==> config.mk <==
export PLATFORM = sky130hd
export DESIGN_NAME = ifetch_unit_flat
export DESIGN_NICKNAME = d
export VERILOG_FILES = /design/src/rtl/core_pkg.sv /design/src/rtl/ifetch_unit_if.sv /design/src/rtl/ifetch_fifo.sv /design/src/rtl/ifetch_unit.sv /design/src/flat_wrapper.sv
export SDC_FILE = /design/constraint.sdc
export NUM_CORES = 1
export LEC_CHECK = 0
export ABC_AREA = 1
export CORE_ASPECT_RATIO = 1.2
export CORE_MARGIN = 8
export CORE_UTILIZATION = 55
export CTS_CLUSTER_SIZE = 20
export DETAILED_ROUTE_END_ITERATION = 8
export GPL_TIMING_DRIVEN = 1
export PLACE_DENSITY = 0.93
export SLEW_MARGIN = 10
export SYNTH_ARGS = -nofsm -noshare
export SYNTH_HDL_FRONTEND = slang
export SYNTH_HIERARCHICAL = 1
export SYNTH_SLANG_ARGS = --single-unit
==> constraint.sdc <==
create_clock -name clk -period 12.6 [get_ports clk]
set_clock_uncertainty 0.15 [all_clocks]
set_input_delay 2.52 -clock clk [delete_from_list [all_inputs] [get_ports clk]]
set_output_delay 2.52 -clock clk [all_outputs]
set_load 0.01 [all_outputs]
==> src/rtl/core_pkg.sv <==
// rtl/core_pkg.sv - shared RV32 core constants
package core_pkg;

  localparam int XLEN = 32;
  localparam logic [XLEN-1:0] NOP_INST = 32'h0000_0013;
  localparam logic [XLEN-1:0] DEFAULT_RESET_PC = 32'h0000_1000;
  localparam logic [XLEN-1:0] INST_ALIGN_MASK = 32'hFFFF_FFFC;

endpackage

==> src/rtl/ifetch_unit_if.sv <==
// rtl/ifetch_unit_if.sv - fetch stage buses: imem request/response, redirect, decode handoff
interface ifetch_unit_if;

  logic                     imem_req_valid;
  logic                     imem_req_ready;
  logic [core_pkg::XLEN-1:0] imem_req_addr;
  logic                     imem_resp_valid;
  logic [core_pkg::XLEN-1:0] imem_resp_data;
  logic                     redirect_valid;
  logic [core_pkg::XLEN-1:0] redirect_pc;
  logic                     dec_valid;
  logic                     dec_ready;
  logic [core_pkg::XLEN-1:0] dec_inst;
  logic [core_pkg::XLEN-1:0] dec_pc;

  modport master (
    output imem_req_valid, imem_req_addr, dec_valid, dec_inst, dec_pc,
    input  imem_req_ready, imem_resp_valid, imem_resp_data,
           redirect_valid, redirect_pc, dec_ready
  );

  modport slave (
    input  imem_req_valid, imem_req_addr, dec_valid, dec_inst, dec_pc,
    output imem_req_ready, imem_resp_valid, imem_resp_data,
           redirect_valid, redirect_pc, dec_ready
  );

endinterface

==> src/rtl/ifetch_fifo.sv <==
// rtl/ifetch_fifo.sv - instruction buffer; flush dominates push and pop
module ifetch_fifo
  import core_pkg::*;
#(
  parameter int DEPTH = 2
) (
  input  logic                     clk,
  input  logic                     rst,
  input  logic                     push,
  input  logic                     pop,
  input  logic                     flush,
  input  logic [XLEN-1:0]          din,
  output logic [XLEN-1:0]          dout,
  output logic                     empty,
  output logic                     full,
  output logic [$clog2(DEPTH):0]   count
);

  localparam int AW = $clog2(DEPTH);
  localparam int CW = AW + 1;

  logic [XLEN-1:0] mem [DEPTH];
  logic [AW-1:0]   rd_ptr;
  logic [AW-1:0]   wr_ptr;
  logic            do_push;
  logic            do_pop;

  assign empty   = (count == '0);
  assign full    = (count == CW'(DEPTH));
  assign do_push = push && !full;
  assign do_pop  = pop && !empty;
  assign dout    = mem[rd_ptr];

  always_ff @(posedge clk) begin
    if (do_push && !flush) begin
      mem[wr_ptr] <= din;
    end
  end

  always_ff @(posedge clk) begin
    if (rst || flush) begin
      rd_ptr <= '0;
      wr_ptr <= '0;
      count  <= '0;
    end else begin
      if (do_push) wr_ptr <= wr_ptr + 1'b1;
      if (do_pop)  rd_ptr <= rd_ptr + 1'b1;
      count <= count + CW'(do_push) - CW'(do_pop);
    end
  end

endmodule

==> src/rtl/ifetch_unit.sv <==
// rtl/ifetch_unit.sv - PC, request credit and stale-response drop logic of the fetch stage
module ifetch_unit
  import core_pkg::*;
#(
  parameter logic [XLEN-1:0] RESET_PC = DEFAULT_RESET_PC,
  parameter int              DEPTH    = 2
) (
  input logic           clk,
  input logic           rst,
  ifetch_unit_if.master bus
);

  localparam int CW = $clog2(DEPTH) + 1;
  localparam logic [CW:0] CREDITS = (CW + 1)'(DEPTH);

  logic            rst_q;
  logic [XLEN-1:0] fetch_pc;
  logic [XLEN-1:0] head_pc;
  logic [CW-1:0]   inflight;
  logic [CW-1:0]   drop_cnt;
  logic [CW-1:0]   fifo_count;
  logic [XLEN-1:0] fifo_dout;
  logic            fifo_push;
  logic            fifo_pop;
  logic            fifo_empty;
  logic            fifo_full;
  logic            req_fire;
  logic            resp_stale;
  logic [XLEN-1:0] redirect_aligned;

  assign redirect_aligned = bus.redirect_pc & INST_ALIGN_MASK;

  // Credit uses registered counts only; a slot freed this cycle is reused next cycle.
  assign bus.imem_req_valid = !rst_q && !bus.redirect_valid &&
                              (({1'b0, inflight} + {1'b0, fifo_count}) < CREDITS);
  assign bus.imem_req_addr  = fetch_pc;
  assign req_fire           = bus.imem_req_valid && bus.imem_req_ready;

  assign resp_stale = (drop_cnt != '0);
  assign fifo_push  = bus.imem_resp_valid && !resp_stale && !bus.redirect_valid;
  assign fifo_pop   = !fifo_empty && bus.dec_ready;

  assign bus.dec_valid = !fifo_empty;
  assign bus.dec_inst  = fifo_empty ? NOP_INST : fifo_dout;
  assign bus.dec_pc    = head_pc;

  ifetch_fifo #(.DEPTH(DEPTH)) u_fifo (
    .clk   (clk),
    .rst   (rst),
    .push  (fifo_push),
    .pop   (fifo_pop),
    .flush (bus.redirect_valid),
    .din   (bus.imem_resp_data),
    .dout  (fifo_dout),
    .empty (fifo_empty),
    .full  (fifo_full),
    .count (fifo_count)
  );

  always_ff @(posedge clk) begin
    rst_q <= rst;
    if (rst) begin
      fetch_pc <= RESET_PC;
      head_pc  <= RESET_PC;
      inflight <= '0;
      drop_cnt <= '0;
    end else begin
      inflight <= inflight + CW'(req_fire) - CW'(bus.imem_resp_valid);
      if (bus.redirect_valid) begin
        fetch_pc <= redirect_aligned;
        head_pc  <= redirect_aligned;
        // Everything still outstanding after this cycle belongs to the old path.
        drop_cnt <= inflight - CW'(bus.imem_resp_valid);
      end else begin
        if (req_fire) fetch_pc <= fetch_pc + 32'd4;
        if (fifo_pop) head_pc <= head_pc + 32'd4;
        if (bus.imem_resp_valid && resp_stale) drop_cnt <= drop_cnt - 1'b1;
      end
    end
  end

  a_no_overflow: assert property (@(posedge clk) disable iff (rst) !(fifo_push && fifo_full));
  a_drop_bound:  assert property (@(posedge clk) disable iff (rst) drop_cnt <= inflight);

endmodule

==> src/flat_wrapper.sv <==
// flat-port wrapper written by rule: the top's interface ports become plain ports
module ifetch_unit_flat import core_pkg::*;
#(
  parameter logic [XLEN-1:0] RESET_PC = DEFAULT_RESET_PC,
  parameter int              DEPTH    = 2
)
  (clk, rst, bus_imem_req_valid, bus_imem_req_addr, bus_dec_valid, bus_dec_inst, bus_dec_pc, bus_imem_req_ready, bus_imem_resp_valid, bus_imem_resp_data, bus_redirect_valid, bus_redirect_pc, bus_dec_ready);
  ifetch_unit_if bus_i ();
  input logic clk;
  input logic rst;
  output wire logic [$bits(bus_i.imem_req_valid)-1:0] bus_imem_req_valid;
  output wire logic [$bits(bus_i.imem_req_addr)-1:0] bus_imem_req_addr;
  output wire logic [$bits(bus_i.dec_valid)-1:0] bus_dec_valid;
  output wire logic [$bits(bus_i.dec_inst)-1:0] bus_dec_inst;
  output wire logic [$bits(bus_i.dec_pc)-1:0] bus_dec_pc;
  input wire logic [$bits(bus_i.imem_req_ready)-1:0] bus_imem_req_ready;
  input wire logic [$bits(bus_i.imem_resp_valid)-1:0] bus_imem_resp_valid;
  input wire logic [$bits(bus_i.imem_resp_data)-1:0] bus_imem_resp_data;
  input wire logic [$bits(bus_i.redirect_valid)-1:0] bus_redirect_valid;
  input wire logic [$bits(bus_i.redirect_pc)-1:0] bus_redirect_pc;
  input wire logic [$bits(bus_i.dec_ready)-1:0] bus_dec_ready;
  assign bus_imem_req_valid = bus_i.imem_req_valid;
  assign bus_imem_req_addr = bus_i.imem_req_addr;
  assign bus_dec_valid = bus_i.dec_valid;
  assign bus_dec_inst = bus_i.dec_inst;
  assign bus_dec_pc = bus_i.dec_pc;
  assign bus_i.imem_req_ready = bus_imem_req_ready;
  assign bus_i.imem_resp_valid = bus_imem_resp_valid;
  assign bus_i.imem_resp_data = bus_imem_resp_data;
  assign bus_i.redirect_valid = bus_redirect_valid;
  assign bus_i.redirect_pc = bus_redirect_pc;
  assign bus_i.dec_ready = bus_dec_ready;
  ifetch_unit #(.RESET_PC(RESET_PC), .DEPTH(DEPTH)) u_core (.clk(clk), .rst(rst), .bus(bus_i));
endmodule
==> impl_metrics.csv, run 1 <==
group,metric,value,unit
die,die_h,144,microns
place,place_inst,1263,
routing,drt-total-wl,22000,microns
clock_network,cts_resized,0,
grt,grt_antenna_before_repair,0,
sta,slew_headroom,29.8,%
sta,fin_setup_tns,0,ns
clock_network,cts_buffers,17,
clock_network,clk_pin_slew_worst_paths,0.06,ns
die,coreArea,0.0133,sq mm
die,ios,168,
clock_network,cts_tree,"built",
place,placed_cell_area,0.00916,sq mm
critical_path,critPathBufInv,5,
critical_path,crit_fanout,51,
place,post-dp-hpwl,16100,microns
cells_and_area,final_cells,1295,
die,die_x,123,microns
clock_network,cts_root_buffer,"clkbuf_16",
critical_path,cp-end-kind,"output pin",
place,placement.io_buffers,161,
sta,min_period,6.88,ns
run_status,outcome,"finished clean",
sta,rsz0062_at_grt,"false",
critical_path,cpLargestDelayFamily,"buffers and inverters",
grt,first_global_vias,6903,
cells_and_area,final_nets,1193,
sta,fmax,0.145,GHz
cells_and_area,areaGrowthSynthToFinish,29.9,%
sta,hold_viol,0,
critical_path,worstPathRequired,9.93,ns
die,start_util,56.4,%
pwr,cellPowerDensity,116,mW/mm^2
critical_path,rr_startpoint,"u_core/u_fifo/count[0]$_SDFF_PP0_",
clock_network,cts_hold_buf,0,
cells_and_area,drive_above_1_share,10.4,%
clock_network,clock_path_buffers,2,
worst_hold_path,min_path_cells,2,
cells_and_area,final_core_util,73.3,%
critical_path,path_cells,"buf_2, buf_4, inv_2, nand3_1, inv_1, clkdlybuf4s50_1",
place,dpl_worst_slack,5.75,ns
job,maxCapViolCount,0,
critical_path,path_class,"input port to output pin",
critical_path,cpMaxStageDelayCell,"inv_2",
worst_hold_path,hp-class,"flip-flop to flip-flop",
grt,grt_max_degree,52,
clock_network,clk_latency,0.41,ns
cells_and_area,nFillCells,949,
routing,avgViaCountPerCell,5.51,
cells_and_area,antenna_cells,0,
yosys,synthCells,959,
routing,initialDrtViolationCount,720,
sta,finalMaxSlewViolations,0,
clock_network,clkSinkCount,134,
sta,setup_slack,5.72,ns
critical_path,r2r_end,"u_core/inflight[1]$_SDFF_PP0_",
clock_network,post-cts-setup-buffer-count,0,
worst_hold_path,holdCritStartpoint,"u_core/u_fifo/rd_ptr$_SDFFE_PP0P_",
clock_network,htreeDepth,4,
sta,min_period_over_period,54.6,%
pwr,leakage,3.88,nW
routing,wl_per_cell,17.0,microns
critical_path,arrival,4.21,ns
yosys,yosys_warnings,6,
yosys,synthesis.area,0.00750,sq mm
critical_path,reg2reg_depth,11,
sta,setup_viol,0,
cells_and_area,stdcell_area,0.00975,sq mm
critical_path,cpPeakStageDelay,0.53,ns
critical_path,r2r_setup_slack,9.98,ns
die,die_area,0.0177,sq mm
routing,ant_nets,0,
critical_path,start_kind,"input port",
place,gp_congestion,0.949,
yosys,syn_area_per_cell,7.82,sq um
grt,grt_overflow,0,
pwr,ir_worst_vdd,0.0000789,V
routing,drcViolationCount,0,
routing,first_pass_iters,6,
routing,vias,7130,
grt,grt_pass1_wl,33900,microns
grt,grtUsageTotal,24.5,%
die,rows,46,
sta,worst_pin_slew,1.05,ns
cell type report:
cell class,count,area (sq um),area share (%)
inverters,138,518,5.31
multi-input cells,657,3470,35.6
clock inverters,13,146,1.50
repair buffers,166,1640,16.8
clock buffers,19,443,4.54
flip-flops and latches,134,3320,34.1
well taps,168,210,2.16
how the worst max path moves through the flow:
stage	start	endpoint	slack [ns]	cells after the start
after floorplan	bus_redirect_valid	u_core/u_fifo/mem[0][0]$_DFFE_PP_	6.65	5
final	bus_redirect_valid	bus_imem_req_valid	5.72	6
after detailed placement	bus_redirect_valid	bus_imem_req_valid	5.75	6
after CTS	bus_redirect_valid	bus_imem_req_valid	5.74	6
after global routing	bus_redirect_valid	bus_imem_req_valid	5.65	6
after global placement	bus_redirect_valid	bus_imem_req_valid	5.74	6
layout by cell type, fill, tap and decap left out, types with 10 or more instances in the layout:
cell type          n
nand2_1          245
o21ai_0           44
dfxtp_1           69
mux2_4            30
edfxtp_1          64
nor2_4            10
nor2_1           112
nand3_1           69
inv_1            133
nand2_2           10
a21oi_1           63
clkdlybuf4s50_1  159
clkbuf_16         17
worst register-to-register path: stages (launching register included):
cell and delay, ns:
dfxtp_1 0.40, nand2_1 0.08, inv_1 0.07, fa_1 0.40, nor2_1 0.18, nand4_2 0.26
ha_1 0.38, inv_1 0.04, ha_1 0.18, xor2_1 0.18, o21ai_0 0.10, a21oi_1 0.14
per-stage QoR:
| stage | total power, mW | hold slack, ns |
|---|---|---|
| after floorplan | 0.569 | 0.317 |
| after global placement | 0.637 | 0.333 |
| after detailed placement | 0.643 | 0.338 |
| after CTS | 1.13 | 0.345 |
| after global routing | 1.17 | 0.411 |
| final | 1.13 | 0.352 |
power by group:
part | leakage, nW | switching (mW) | internal [mW]
registers | 1.16 | 0.0208 | 0.475
clock network | 0.273 | 0.195 | 0.299
logic | 2.45 | 0.0720 | 0.0684
state kept, by name, indices dropped and copies added (netlist names), named ones only:
name                      flops
u_core/bus.dec_pc            30
u_core/bus.imem_req_addr     30
u_core/drop_cnt               2
u_core/inflight               2
u_core/rst_q                  1
u_core/u_fifo/count           2
u_core/u_fifo/mem            64
u_core/u_fifo/rd_ptr          1
u_core/u_fifo/wr_ptr          1
routing by layer:
metal / part of all wire (%) / vias to the layer above / GRT usage [%] / routed length, microns
met2: 48 / 405 / 41.9 / 10500
met5: 0 / - / 0 / 0
met1: 38 / 3290 / 27.7 / 8440
met4: 4.3 / 0 / 13.0 / 941
met3: 9.4 / 56 / 5.81 / 2070
li1: - / 3379 / - / -
(Power assumes the default switching activity.)
==> run 2: changes to the inputs <==
--- a/config.mk
+++ b/config.mk
@@ -8,11 +8,11 @@
 export ABC_AREA = 1
 export CORE_ASPECT_RATIO = 1.2
 export CORE_MARGIN = 8
-export CORE_UTILIZATION = 55
+export CORE_UTILIZATION = 51
 export CTS_CLUSTER_SIZE = 20
 export DETAILED_ROUTE_END_ITERATION = 8
 export GPL_TIMING_DRIVEN = 1
-export PLACE_DENSITY = 0.93
+export PLACE_DENSITY = 0.88
 export SLEW_MARGIN = 10
 export SYNTH_ARGS = -nofsm -noshare
 export SYNTH_HDL_FRONTEND = slang
==> constraint.sdc (replaced) <==
create_clock -name clk -period 6.99 [get_ports clk]
set_clock_uncertainty 0.15 [all_clocks]
set_input_delay 1.398 -clock clk [delete_from_list [all_inputs] [get_ports clk]]
set_output_delay 1.398 -clock clk [all_outputs]
set_load 0.01 [all_outputs]
==> run 2 against run 1 <==
Setup slack got worse by 3.0 ns; clock-buffer cell count decreased by 1; critical path depth decreased by 1; sequential power increased by 80%; core utilization decreased by 5.4 points.
==> impl_metrics.csv, run 2 (same netlist as run 1, synthesis figures left out) <==
group,metric,value,unit
run_status,outcome,"finished clean",
routing,drcViolationCount,0,
pwr,power_frac_seq,42.4,%
clock_network,post-cts-setup-buffer-count,0,
pwr,cellPowerDensity,215,mW/mm^2
grt,grtUsageTotal,23.5,%
clock_network,cts_buffers,17,
cells_and_area,final_common_cell,"nand2_1",
cells_and_area,nFillCells,1160,
die,die_area,0.0189,sq mm
job,maxCapViolCount,0,
cells_and_area,final_cell_mix,"nand2_1 (245), clkdlybuf4s50_1 (159), inv_1 (133)",
routing,vias,7020,
cells_and_area,largest_reg_flops,64,
place,post-dp-hpwl,15800,microns
routing,first_pass_iters,6,
routing,avgViaCountPerCell,5.39,
sta,setup_viol,0,
clock_network,cts_tree,"built",
die,start_util,52.1,%
cells_and_area,drive_above_1_share,10.4,%
die,die_x,127,microns
clock_network,cts_resized,0,
sta,hold_viol,0,
place,place_inst,1270,
sta,worst_pin_slew,1.08,ns
sta,rsz0062_at_grt,"false",
grt,grt_overflow,0,
clock_network,cts_hold_buf,0,
worst_hold_path,hp-class,"flip-flop to flip-flop",
clock_network,cts_root_buffer,"clkbuf_16",
critical_path,start_kind,"input port",
critical_path,path_class,"input port to output pin",
sta,min_period_over_period,60.9,%
place,placement.io_buffers,161,
pwr,p_sw_share,24.9,%
grt,grt_max_degree,51,
routing,drt-total-wl,22200,microns
sta,hold_slack,0.369,ns
critical_path,crit_fanout,32,
clock_network,clock_path_buffers,2,
cells_and_area,areaGrowthSynthToFinish,30.5,%
pwr,p_switching,525,uW
grt,grt_antenna_before_repair,0,
pwr,leakage,3.91,nW
cells_and_area,final_cells,1302,
routing,wl_per_cell,17.0,microns
grt,grt_pass1_wl,35000,microns
critical_path,arrival,2.71,ns
place,gp_congestion,0.904,
die,coreArea,0.0144,sq mm
sta,finalMaxSlewViolations,0,
sta,fmax,0.235,GHz
clock_network,htreeDepth,4,
die,die_h,149,microns
cells_and_area,final_nets,1193,
cells_and_area,final_core_util,68.0,%
sta,fin_setup_tns,0,ns
sta,min_period,4.26,ns
clock_network,clk_latency,0.41,ns
sta,slew_headroom,28.2,%
die,rows,48,
cells_and_area,regMostFlops,"u_core/u_fifo/mem",
routing,ant_nets,0,
pwr,clock_power_share,45.6,%
die,ios,168,
routing,initialDrtViolationCount,680,
cells_and_area,antenna_cells,0,
pwr,ir_worst_vdd,0.000154,V
pwr,intPower,1.58,mW
clock_network,clkSinkCount,134,
critical_path,worstPathRequired,5.44,ns
clock_network,clk_pin_slew_worst_paths,0.06,ns
grt,first_global_vias,7054,
pwr,p_comb_share,12.0,%
critical_path,cp-end-kind,"output pin",
run 2: changes by cell type in the layout (fill, tap and decap cells not counted), sizes merged:
cell / previous run / this run
clkbuf: 19 / 18
clkinvlp: 5 / 2
clkinv: 2 / 4
bufinv: 2 / 4
run 2: through the flow:
stage / worst slack, ns / area [sq um] / total power, mW
2_1_floorplan: 2.17 / 7510 / 1.03
3_3_place_gp: 2.74 / 9170 / 1.15
3_5_place_dp: 2.71 / 9170 / 1.16
4_1_cts: 2.72 / 9790 / 2.11
5_1_grt: 2.64 / 9790 / 2.18
6_report: 2.73 / 9790 / 2.11
run 2: final timing paths:
check | from | endpoint | slack (ns) | depth (start not counted)
hold reg to reg | u_core/u_fifo/rd_ptr$_SDFFE_PP0P_ | u_core/u_fifo/rd_ptr$_SDFFE_PP0P_ | 0.37 | 2
setup reg to reg | u_core/u_fifo/count[1]$_SDFF_PP0_ | u_core/bus.dec_pc[16]$_SDFFE_PP0P_ | 4.29 | 10
setup / recovery | bus_redirect_valid | bus_imem_req_valid | 2.73 | 5
hold / removal | u_core/u_fifo/rd_ptr$_SDFFE_PP0P_ | u_core/u_fifo/rd_ptr$_SDFFE_PP0P_ | 0.37 | 2
run 2: final cells by class:
type | instances | area [sq um] | area share [%]
Inverter | 138 | 518 | 5.29
Tap cell | 175 | 219 | 2.24
Timing Repair Buffer | 166 | 1640 | 16.7
Clock buffer | 18 | 429 | 4.38
Multi-Input combinational cell | 657 | 3470 | 35.4
Sequential cell | 134 | 3320 | 33.9
Clock inverter | 14 | 198 | 2.02
run 2: worst max-delay path, cell delays in order:
cell,delay (ns)
buf_2,0.11
inv_2,0.44
nand3_1,0.15
inv_1,0.08
clkdlybuf4s50_1,0.53
run 2: power groups by stage:
stage	clock network (mW)	logic, mW	registers, mW
4_1_cts	0.970	0.253	0.892
2_1_floorplan	0	0.117	0.909
5_1_grt	1.01	0.277	0.897
3_3_place_gp	0	0.244	0.907
6_report	0.959	0.253	0.893
3_5_place_dp	0	0.250	0.908
run 2: routing by layer:
metal  share of wire (%)  wire length (microns)  vias to the layer above  global-route usage [%]
met4                 4.5                    989                        0                    13.6
met3                 8.6                   1920                       71                    5.79
met1                  40                   8820                     3192                    26.9
met5                   0                      0                        -                       0
li1                    -                      -                     3381                       -
met2                  47                  10500                      376                    39.3
==> run 3: changes to the inputs <==
--- a/config.mk
+++ b/config.mk
@@ -8,11 +8,11 @@
 export ABC_AREA = 1
 export CORE_ASPECT_RATIO = 1.2
 export CORE_MARGIN = 8
-export CORE_UTILIZATION = 51
+export CORE_UTILIZATION = 46
 export CTS_CLUSTER_SIZE = 20
 export DETAILED_ROUTE_END_ITERATION = 8
 export GPL_TIMING_DRIVEN = 1
-export PLACE_DENSITY = 0.88
+export PLACE_DENSITY = 0.84
 export SLEW_MARGIN = 10
 export SYNTH_ARGS = -nofsm -noshare
 export SYNTH_HDL_FRONTEND = slang
==> constraint.sdc (replaced) <==
create_clock -name clk -period 3.5 [get_ports clk]
set_clock_uncertainty 0.15 [all_clocks]
set_input_delay 0.7 -clock clk [delete_from_list [all_inputs] [get_ports clk]]
set_output_delay 0.7 -clock clk [all_outputs]
set_load 0.01 [all_outputs]
==> run 3 against run 2 <==
Clock power grew 82%; first-iteration DRC count decreased by 4.9%; critical path depth is 2 higher; highest routed layer unchanged; sequential share of layout area is 0.16 points lower.
==> impl_metrics.csv, run 3 (same netlist as run 1, synthesis figures left out) <==
group,metric,value,unit
routing,vias,6944,
worst_hold_path,holdPathEnd,"u_core/u_fifo/rd_ptr$_SDFFE_PP0P_",
sta,rsz0062_at_grt,"false",
sta,setup_viol,0,
clock_network,clk_pin_slew_worst_paths,0.06,ns
critical_path,path_class,"flip-flop to output pin",
sta,finalMaxSlewViolations,0,
job,maxCapViolCount,0,
die,ios,168,
critical_path,critPathMostFrequentCell,"inv_1",
sta,hold_viol,0,
place,post-dp-hpwl,15800,microns
die,rows,51,
worst_hold_path,holdCritStartpoint,"u_core/u_fifo/rd_ptr$_SDFFE_PP0P_",
worst_hold_path,hp-class,"flip-flop to flip-flop",
routing,wl_per_cell,16.0,microns
cells_and_area,final_core_util,61.2,%
cells_and_area,areaGrowthSynthToFinish,31.1,%
sta,hold_slack,0.355,ns
cells_and_area,antenna_cells,0,
grt,grt_antenna_before_repair,0,
critical_path,rr_startpoint,"u_core/u_fifo/count[0]$_SDFF_PP0_",
routing,avgViaCountPerCell,5.17,
clock_network,clock_path_buffers,2,
pwr,cellPowerDensity,410,mW/mm^2
critical_path,cpMaxStageDelayCell,"clkdlybuf4s50_1",
clock_network,cts_resized,0,
critical_path,arrival,2.19,ns
critical_path,cpPeakStageDelay,0.53,ns
cells_and_area,regArea,0.00332,sq mm
routing,drt-total-wl,21400,microns
cells_and_area,regMostFlops,"u_core/u_fifo/mem",
run_status,outcome,"finished clean",
critical_path,r2r_setup_slack,0.97,ns
cells_and_area,final_nets,1196,
routing,initialDrtViolationCount,647,
critical_path,crit_fanout,4,
critical_path,cp-end-kind,"output pin",
sta,slew_headroom,56.4,%
pwr,leakage,3.91,nW
grt,first_global_vias,6753,
pwr,ir_worst_vdd,0.000243,V
grt,grt_max_degree,51,
routing,first_pass_iters,6,
die,die_h,156,microns
place,placement.io_buffers,161,
cells_and_area,final_common_cell,"nand2_1",
sta,fmax,0.329,GHz
cells_and_area,drive_above_1_share,10.6,%
clock_network,clk_latency,0.41,ns
die,die_x,133,microns
clock_network,clkSinkCount,134,
critical_path,path_cells,"nand2_1, inv_1, fa_1, nor2_1, nand3_1, inv_1, clkdlybuf4s50_1",
worst_hold_path,min_path_cells,2,
critical_path,start_kind,"flip-flop",
clock_network,cts_buffers,17,
cells_and_area,multi_input_area,0.00347,sq mm
sta,min_period_over_period,87.0,%
die,die_area,0.0207,sq mm
grt,grt_overflow,0,
clock_network,cts_root_buffer,"clkbuf_16",
pwr,report.power.total,4.03,mW
routing,drcViolationCount,0,
clock_network,post-cts-setup-buffer-count,0,
critical_path,worstPathRequired,2.65,ns
place,gp_congestion,0.954,
clock_network,cts_tree,"built",
grt,grtUsageTotal,20.8,%
critical_path,reg2reg_depth,11,
sta,min_period,3.04,ns
critical_path,r2r_end,"u_core/inflight[1]$_SDFF_PP0_",
die,coreArea,0.0161,sq mm
cells_and_area,largest_reg_flops,64,
clock_network,cts_hold_buf,0,
routing,ant_nets,0,
die,start_util,46.7,%
sta,fin_setup_tns,0,ns
sta,worst_pin_slew,0.653,ns
cells_and_area,final_cell_mix,"nand2_1 (245), clkdlybuf4s50_1 (159), inv_1 (133)",
clock_network,htreeDepth,4,
grt,grt_pass1_wl,34400,microns
cells_and_area,nFillCells,1382,
## run 3: cell types whose count changed in the layout (fill, tap and decap cells not counted)
cell and delta:
inv_6 -3, clkinv_4 +5, nor3_2 -1, buf_4 +2, bufinv_16 -2, buf_12 +1
nor3_4 +1
## run 3: layout make-up
| cell class | count | area share (%) |
|---|---|---|
| multi-input cells | 657 | 35.3 |
| clock inverters | 14 | 1.58 |
| flip-flops and latches | 134 | 33.8 |
| clock buffers | 18 | 4.36 |
| inverters | 138 | 5.26 |
| repair buffers | 169 | 17.0 |
| well taps | 212 | 2.70 |
## run 3: routing by layer
| layer | share of wire, % | vias up | wire length [microns] | GRT usage, % |
|---|---|---|---|---|
| met4 | 3.5 | 0 | 747 | 9.75 |
| met2 | 47 | 303 | 10100 | 34.9 |
| met1 | 42 | 3198 | 8910 | 24.5 |
| met3 | 7.9 | 49 | 1690 | 5.54 |
| li1 | - | 3394 | - | - |
| met5 | 0 | - | 0 | 0 |
## run 3: worst max-delay path by stage
stage	start	end	slack (ns)
floorplan	bus_redirect_valid	u_core/u_fifo/mem[1][0]$_DFFE_PP_	0.24
global placement	bus_dec_ready	u_core/u_fifo/count[1]$_SDFF_PP0_	0.78
detailed placement	bus_dec_ready	u_core/u_fifo/count[1]$_SDFF_PP0_	0.70
CTS	u_core/u_fifo/count[0]$_SDFF_PP0_	bus_imem_req_valid	0.43
global route	u_core/u_fifo/count[0]$_SDFF_PP0_	bus_imem_req_valid	0.30
finish	u_core/u_fifo/count[0]$_SDFF_PP0_	bus_imem_req_valid	0.46
## run 3: per-stage QoR
stage	std cells	instance area [sq um]	setup slack, ns
after floorplan	962	7520	0.236
after global placement	1310	9260	0.783
after detailed placement	1310	9260	0.696
after CTS	1342	9840	0.431
after global routing	1342	9840	0.303
final	1342	9840	0.456
## run 3: where the power goes
| part | internal [mW] | total, mW | switching, mW |
|---|---|---|---|
| clock | 1.05 | 1.75 | 0.694 |
| combinational | 0.248 | 0.503 | 0.255 |
| sequential | 1.71 | 1.78 | 0.0729 |
| total | 3.01 | 4.03 | 1.02 |
## run 3: critical path, delay by kind of cell, from the launching register on
family        cells  cell delay (ns)
buf+inv           3             0.66
flops             1             0.40
fa+ha+maj         1             0.40
simple gates      3             0.33
